File: src/rtl/out_port_arb.sv
// ---------------------------------------------------------------------------
// out_port_arb
// Round-robin arbiter guarding one output port of the multi-port cache switch.
// Collects the request bit for this port from every input port, issues a
// one-cycle one-hot grant on o_resp and then holds the port for the winner
// until i_finish releases it. The round-robin pointer advances past the
// registered winner, so a continuously requesting port waits at most
// NUM_PORT-1 grants.
//
// Optional feature: define ARB_TIMEOUT_EN to add a watchdog. It releases a
// transfer that has not finished after TIMEOUT_CYC cycles in XFER and pulses
// o_timeout. In the default build o_timeout is tied low and XFER waits on
// i_finish indefinitely.
// ---------------------------------------------------------------------------
module out_port_arb #(
    parameter int NUM_PORT    = 16,
    parameter int PORT_W      = $clog2(NUM_PORT),
    parameter int TIMEOUT_CYC = 1024
) (
    input  logic                i_clk,
    input  logic                i_rst,
    input  logic [NUM_PORT-1:0] i_req,
    input  logic                i_port_ready,
    input  logic                i_finish,
    output logic [NUM_PORT-1:0] o_resp,
    output logic [PORT_W-1:0]   o_grant_id,
    output logic                o_grant_vld,
    output logic                o_busy,
    output logic                o_timeout
);

    // Reject configurations the natural pointer wrap cannot support.
    if ((NUM_PORT < 2) || ((NUM_PORT & (NUM_PORT - 1)) != 0) || (TIMEOUT_CYC < 2)) begin : g_cfg_err
        $error("out_port_arb: NUM_PORT must be a power of 2 >= 2 and TIMEOUT_CYC >= 2");
    end

    typedef enum logic [1:0] {
        ST_IDLE  = 2'd0,
        ST_GRANT = 2'd1,
        ST_XFER  = 2'd2
    } state_t;

    state_t                state_r,     state_s;
    logic [PORT_W-1:0]     rr_ptr_r,    rr_ptr_s;
    logic [NUM_PORT-1:0]   resp_r,      resp_s;
    logic [PORT_W-1:0]     grant_id_r,  grant_id_s;
    logic                  grant_vld_r, grant_vld_s;
    logic                  busy_r,      busy_s;
    logic                  timeout_r,   timeout_s;
    logic [PORT_W-1:0]     win_s;

`ifdef ARB_TIMEOUT_EN
    localparam int CNT_W = $clog2(TIMEOUT_CYC) + 1;
    localparam logic [CNT_W-1:0] CNT_LAST = CNT_W'(TIMEOUT_CYC - 1);
    logic [CNT_W-1:0]      cnt_r, cnt_s;
`endif

    // First set request bit at or above ptr, wrapping through NUM_PORT-1 -> 0.
    function automatic logic [PORT_W-1:0] rr_pick(
        input logic [NUM_PORT-1:0] req,
        input logic [PORT_W-1:0]   ptr
    );
        logic [PORT_W-1:0] idx;
        logic [PORT_W-1:0] sel;
        logic              found;
        sel   = ptr;
        found = 1'b0;
        for (int i = 0; i < NUM_PORT; i++) begin
            idx = ptr + PORT_W'(i);
            if (!found && req[idx]) begin
                sel   = idx;
                found = 1'b1;
            end else begin
                sel   = sel;
                found = found;
            end
        end
        return sel;
    endfunction

    // Round-robin winner for the current request vector.
    always_comb begin
        win_s = rr_pick(i_req, rr_ptr_r);
    end

    // Next-state and next-output computation for the ownership FSM.
    always_comb begin
        state_s     = state_r;
        rr_ptr_s    = rr_ptr_r;
        resp_s      = {NUM_PORT{1'b0}};
        grant_id_s  = grant_id_r;
        grant_vld_s = grant_vld_r;
        busy_s      = busy_r;
        timeout_s   = 1'b0;
`ifdef ARB_TIMEOUT_EN
        cnt_s       = cnt_r;
`endif
        case (state_r)
            ST_IDLE: begin
                if (i_port_ready && (|i_req)) begin
                    state_s     = ST_GRANT;
                    grant_id_s  = win_s;
                    resp_s      = {{(NUM_PORT-1){1'b0}}, 1'b1} << win_s;
                    grant_vld_s = 1'b1;
                    busy_s      = 1'b1;
                end else begin
                    grant_vld_s = 1'b0;
                    busy_s      = 1'b0;
                end
            end
            ST_GRANT: begin
                // Grant pulse lasts one cycle; i_finish is not looked at here.
                state_s = ST_XFER;
`ifdef ARB_TIMEOUT_EN
                cnt_s   = {CNT_W{1'b0}};
`endif
            end
            ST_XFER: begin
                if (i_finish) begin
                    state_s     = ST_IDLE;
                    rr_ptr_s    = grant_id_r + PORT_W'(1);
                    grant_vld_s = 1'b0;
                    busy_s      = 1'b0;
                end
`ifdef ARB_TIMEOUT_EN
                else if (cnt_r == CNT_LAST) begin
                    state_s     = ST_IDLE;
                    rr_ptr_s    = grant_id_r + PORT_W'(1);
                    grant_vld_s = 1'b0;
                    busy_s      = 1'b0;
                    timeout_s   = 1'b1;
                end else begin
                    cnt_s = cnt_r + CNT_W'(1);
                end
`else
                else begin
                    state_s = ST_XFER;
                end
`endif
            end
            default: begin
                state_s     = ST_IDLE;
                grant_vld_s = 1'b0;
                busy_s      = 1'b0;
            end
        endcase
    end

    // State, pointer and registered outputs; reset aborts any ownership.
    always_ff @(posedge i_clk or posedge i_rst) begin
        if (i_rst) begin
            state_r     <= ST_IDLE;
            rr_ptr_r    <= {PORT_W{1'b0}};
            resp_r      <= {NUM_PORT{1'b0}};
            grant_id_r  <= {PORT_W{1'b0}};
            grant_vld_r <= 1'b0;
            busy_r      <= 1'b0;
            timeout_r   <= 1'b0;
        end else begin
            state_r     <= state_s;
            rr_ptr_r    <= rr_ptr_s;
            resp_r      <= resp_s;
            grant_id_r  <= grant_id_s;
            grant_vld_r <= grant_vld_s;
            busy_r      <= busy_s;
            timeout_r   <= timeout_s;
        end
    end

`ifdef ARB_TIMEOUT_EN
    // Watchdog counter measuring time spent in XFER.
    always_ff @(posedge i_clk or posedge i_rst) begin
        if (i_rst) begin
            cnt_r <= {CNT_W{1'b0}};
        end else begin
            cnt_r <= cnt_s;
        end
    end
`endif

    assign o_resp      = resp_r;
    assign o_grant_id  = grant_id_r;
    assign o_grant_vld = grant_vld_r;
    assign o_busy      = busy_r;
    assign o_timeout   = timeout_r;

endmodule

File: config.mk
export PLATFORM = sky130hd
export DESIGN_NAME = out_port_arb
export DESIGN_NICKNAME = d
export VERILOG_FILES = /design/src/rtl/out_port_arb.sv
export SDC_FILE = /design/constraint.sdc
export NUM_CORES = 1
export LEC_CHECK = 0
export ABC_AREA = 1
export CELL_PAD_IN_SITES_DETAIL_PLACEMENT = 0
export CELL_PAD_IN_SITES_GLOBAL_PLACEMENT = 1
export CORE_MARGIN = 2
export CORE_UTILIZATION = 38
export CTS_CLUSTER_DIAMETER = 60
export CTS_CLUSTER_SIZE = 25
export DETAILED_ROUTE_END_ITERATION = 6
export GPL_ROUTABILITY_DRIVEN = 0
export GPL_TIMING_DRIVEN = 1
export MAX_ROUTING_LAYER = met4
export PLACE_DENSITY = 0.86
export SLEW_MARGIN = 10
export SYNTH_ARGS = -nofsm -noshare
export SYNTH_HDL_FRONTEND = slang
export SYNTH_SLANG_ARGS = --single-unit
File: constraint.sdc
create_clock -name i_clk -period 3.8 [get_ports i_clk]
set_input_delay 0.76 -clock i_clk [delete_from_list [all_inputs] [get_ports i_clk]]
set_output_delay 0.76 -clock i_clk [all_outputs]
set_load 0.01 [all_outputs]
# Word-level counts from Yosys, hierarchy flattened
# Index checks and enable logic that the tools add are counted.
# totals
regBits	27
output_inout_bits	23
wordCells	149
# classes
shift	1
mux	70
order_cmp	16
n_eq_ne	4
n_reduce_logical	36
bitwise_logic	1
addsub	16
# ops
operator	n
4-bit by 5-bit less-than comparator with 1-bit output, second input constant	16
1-bit binary-select mux with 4-bit select	16
4-bit two-way mux	15
1-bit two-way mux	33
4-bit adder, second input constant	8
16-bit two-way mux	2
4-bit by 3-bit adder with 4-bit output, second input constant	4
1-bit logical AND	16
16-bit OR reduction	1
1-bit by 4-bit left shift with 16-bit output, first input constant	1
1-bit zero test	15
4-bit by 1-bit adder with 4-bit output, second input constant	2
4-bit by 2-bit adder with 4-bit output, second input constant	2
2-bit one-hot mux with 3 select lines	1
2-bit AND reduction	3
2-bit two-way mux	2
2-bit inequality test, second input constant	2
1-bit one-hot mux with 3 select lines	1
2-bit by 1-bit equality test with 1-bit output, second input constant	1
2-bit equality test, second input constant	1
2-bit zero test	1
1-bit inverter	1

# Depth between registers and ports, before layout
# logic_depth
ltp_word	51
depth_mapped	32

# Least setup slack after synthesis
# Ideal clock, no wire load.
# synth_timing
path_type	register to register
startpoint	reg rr_ptr_r[1]
endpoint	reg resp_r[7], in the netlist o_resp[7]
stages_incl_launch_ff	24
slack_ns	0.425
n_path_buf	2
period_less_slack_ns	3.375
setup_time_ns	0.074
t_arrival_ns	3.301
cell_sequence	dfrtp_1 -> inv_1 -> buf_4 -> ha_1 -> clkbuf_1 -> nand3_1 -> nand3_1 -> nand3_1 -> nand2_2 -> nand3_4 -> nor3_4 -> nand3_2 -> nor2_4 -> nand4_4 -> nor2_4 -> nand2_2 -> nor2_4 -> nand2_2 -> nand3_2 -> xor2_4 -> inv_2 -> nor2_2 -> nand2_1 -> nor2_1
# synth_between
elab_chain_cells	51
word_cells_on_any_way	110
classes_between	add/sub: 15; shift: 1; mux: 64; reduce/logical: 30
# synth_rtl
element	line	text
start: declaration	44	logic [PORT_W-1:0] rr_ptr_r, rr_ptr_s;
start signal: assignment	153	rr_ptr_r <= {PORT_W{1'b0}};
start signal: assignment	161	rr_ptr_r <= rr_ptr_s;
parallel branches: the longest is 47 deep, another holds 4-bit by 1-bit adder with 4-bit output	n/a	
4-bit two-way mux *	70	if (!found && req[idx]) begin
1-bit by 4-bit left shift with 16-bit output *	103	resp_s = {{(NUM_PORT-1){1'b0}}, 1'b1} << win_s;
16-bit two-way mux *	100	if (i_port_ready && (|i_req)) begin
16-bit two-way mux *	98	case (state_r)
net resp_s[7]	45	logic [NUM_PORT-1:0] resp_r, resp_s;
end signal: assignment	154	resp_r <= {NUM_PORT{1'b0}};
end signal: assignment	162	resp_r <= resp_s;
end: declaration	45	
# Mark *: on every way through the listed nets, which the timed path passes. The select of a mux whose other input is x is not followed.
# A chain may end at the register's enable or synchronous reset.

# Worst setup path in the final report
# layout_timing
startpoint	in i_req[10]
endpoint	reg resp_r[0], in the netlist o_resp[0]
# layout_between
elab_chain_cells	51
word_cells_on_any_way	97
classes_between	shift: 1; mux: 64; reduce/logical: 32
# layout_rtl
element	line	text
start: declaration	22	input logic [NUM_PORT-1:0] i_req,
1-bit binary-select mux with 4-bit select	70	
1-bit two-way mux (not written as such)	70	
1-bit two-way mux	70	
1-bit zero test	70	
1-bit logical AND	70	
1-bit two-way mux	70	
1-bit zero test	70	
1-bit logical AND	70	
(+36 left out)	n/a	
1-bit two-way mux	70	
1-bit zero test	70	
1-bit logical AND	70	
4-bit two-way mux	70	
1-bit by 4-bit left shift with 16-bit output	103	
16-bit two-way mux *	100	
16-bit two-way mux *	98	
net resp_s[0]	45	
# Mark *: on every way through the listed nets, which the timed path passes. The rest lies on a longest branch. The select of a mux whose other input is x is not followed.

==> results.toml <==
[synthesis]
synth.largest_area_cell = "dfrtp_1"
syn_area_per_cell_um2 = 6.202
synth_cell_types = 39
synth-seq-cells = 27
synthTopCellsByArea = "dfrtp_1, nand2_1, nand3_1"
seq_area_frac_synth_pct = 23.63
synth_area_um2 = 2859
synthCells = 461
synth_top_area_share_pct = 23.63
syn_nets = 489
ys_warn_count = 0

[global_routing]
grt_pass1_vias = 2848
grtUsageTotal_pct = 21.27
grt_max_degree = 28
grt_pass1_wl_um = 13970
antenna_found_initial = 0
overflow = 0

[critical_path]
cp.required_ps = 4010
rr_endpoint = "o_resp[0]"
cp_max_fo = 5
worstSetupStartpointType = "primary input"
crit_family = "simple AND/OR/NAND/NOR gates"
crit_top_cell = "nand3_1"
cp_cell_sequence = "clkdlybuf4s50_1 -> nand2_1 -> nand3_1 -> nand3_1 -> nand3_1 -> nand2_2 -> nand3_4 -> nor3_4 -> nand3_2 -> nor2_4 -> nand4_4 -> nor2_4 -> inv_1 -> nor2_1 -> inv_1 -> o21ai_0 -> inv_1 -> nand2_1 -> nand2_2 -> a21oi_4 -> nand3_1 -> nor2_1"
cp.arrival_ps = 3710
worst-path-stages = 22
critPathMaxStageDelay_ps = 460
cp_num_buf_inv = 4
cp-startpoint = "i_req[10]"
rr_startpoint = "rr_ptr_r[1]"
cp-endpoint = "o_resp[0]"
worstSetupPathType = "in -> reg"
rr_worst_depth = 22
rrSetupSlack_ps = 350
crit_path_top_delay_cell = "clkdlybuf4s50_1"
end_kind = "flop"

[sta]
fin_crit_ps = 3498
clock.fmax_ghz = 0.2858
skew_ps = 5.327
max_slew_margin_pct = 33.88
timing.final.max_slew_violations = 0
tightest_slew_ps = 990.7
rsz0062_at_grt = "yes"
hold_ws_ps = 534.4
finalSetupViolations = 0
finalHoldViolations = 0
post-route-period-util_pct = 92.06

[cells_and_area]
final_common_cell = "nand2_1"
final_cells = 619
final_cell_mix = "nand2_1, nand3_1, inv_1"
postLayoutCoreUtil_pct = 49.66
antenna_cells = 0
nNetsFinal = 549
syn_to_final_growth_pct = 26.00
drive_gt1_share_pct = 13.08

[floorplanning]
dieWidth_um = 90.74
dieArea_um2 = 8234
start_util_pct = 39.42
rows = 31
pin_count = 43
fp.dieH_um = 90.74
core-area_um2 = 7253

[route]
drt_pre_antenna_iters = 4
antenna_left = 0
drtIter0Drc = 219
post-route-drc-count = 0
viasPerCell = 5.069
routed_wl_um = 8561
routedWlPerCell_um = 13.83
vias = 3138

[place]
hpwl_um = 6789
placement.io_buffers = 41
place_inst = 609

[min_path]
hp-class = "reg -> reg"

[clocking]
path_clk_slew_ps = 90
clk_latency_ps = 270
cts_buffer_depth = 2
cts_sinks = 27
cts_root_buf = "clkbuf_8"
cts_made_buffers = 3
htree_levels = 1
cts_tree = "built"

[run_status]
outcome = "finished clean"

[flow_run]
maxCapViolCount = 0
-- cells in the mapped netlist --
| cell type | count |
|---|---|
| nor2_4 | 3 |
| nor2_2 | 1 |
| nand2_1 | 140 |
| conb_1 | 1 |
| clkbuf_1 | 1 |
| nand2_2 | 7 |
| o21a_1 | 1 |
| o211ai_1 | 2 |
| buf_6 | 2 |
| inv_2 | 5 |
| buf_2 | 3 |
| o21ai_1 | 2 |
| nor3_1 | 2 |
| a21oi_1 | 6 |
| a31oi_1 | 3 |
| o21ai_0 | 22 |
| nor2_1 | 43 |
| a21boi_0 | 1 |
| nor4_1 | 5 |
| xor2_2 | 1 |
| buf_4 | 5 |
| dfrtp_1 | 27 |
| nand3_1 | 95 |
| clkinv_1 | 1 |
| nand3_4 | 1 |
| o21ai_2 | 1 |
| or2_2 | 1 |
| nand4_1 | 3 |
| a21oi_4 | 1 |
| nor3_4 | 1 |
| xor2_4 | 2 |
| xor2_1 | 6 |
| nand3b_1 | 1 |
| ha_1 | 8 |
| inv_1 | 51 |
| xnor2_4 | 1 |
| o22ai_1 | 1 |
| nand4_4 | 1 |
| nand3_2 | 3 |
-- worst min-delay path by stage --
stage | start | end | slack (ps) | cells past startpoint
2_1_floorplan | state_r[1] | state_r[1] | 530 | 2
5_1_grt | o_busy | o_busy | 570 | 2
6_report | o_grant_id[3] | o_grant_id[3] | 530 | 2
3_5_place_dp | o_grant_id[3] | o_grant_id[3] | 510 | 2
3_3_place_gp | o_busy | o_busy | 510 | 2
4_1_cts | o_grant_id[3] | o_grant_id[3] | 540 | 2
-- metal layers --
layer	track usage [%]	vias to the layer above	share of wire (%)
li1	-	1608	-
met1	30.05	1447	48
met2	33.77	79	46
met3	1.252	4	5.1
met4	4.487	0	0.57
met5	-	-	0
-- worst reg2reg max path, delay by kind of cell, from the launching register on --
kind                       cells  cell delay, ps
buffers and inverters          4             410
and+or+nand+nor               14            1740
xor gates and xnor gates       1             290
AOI/OAI and AO/OA              2             330
DFF                            1             380
adders and majority gates      1             240
-- registers in the layout, indices dropped and copies added, names as in the netlist --
| name | flops |
|---|---|
| state_r | 2 |
| o_busy | 1 |
| rr_ptr_r | 4 |
| o_grant_id | 4 |
| o_resp | 16 |
-- cells by family (layout without fill, tap and decap cells) --
group / Yosys count / after routing / synth area share, %
xor gates and xnor gates: 10 / 10 / 5.296
adders and majority gates: 8 / 8 / 3.501
and+or+nand+nor: 307 / 307 / 49.15
AOI/OAI and AO/OA: 40 / 40 / 8.053
DFF: 27 / 27 / 23.63
other: 1 / 1 / 0.1312
buffers and inverters: 68 / 127 / 10.24
-- final cells by class --
class                      count  area (um^2)
sequential                    27        675.6
multi-input combinational    366         1937
clock inverter                 1        7.507
fill                         772         3651
inverter                      57        217.7
clock buffer                   3        41.29
timing repair buffer          65        594.3
tap                           99        123.9
timing repair inverter         1        5.005
-- stage by stage --
stage / setup WS [ps] / area, um^2 / TNS (ps)
6_report: 301.6 / 3602 / 0
5_1_grt: -11.33 / 3602 / -28.71
4_1_cts: 87.12 / 3506 / 0
3_5_place_dp: 62.73 / 3457 / 0
3_3_place_gp: 76.00 / 3457 / 0
2_1_floorplan: 424.8 / 2859 / 0
-- what timing repair did --
item                       in CTS  in global routing
hold buffers                    0                  0
setup buffers                   0                  5
setup endpoints to repair       0                 19
resized for setup               0                 15
Power is not shown: default switching activity piles up to over one toggle a cycle in this logic, so the estimate is an artifact.
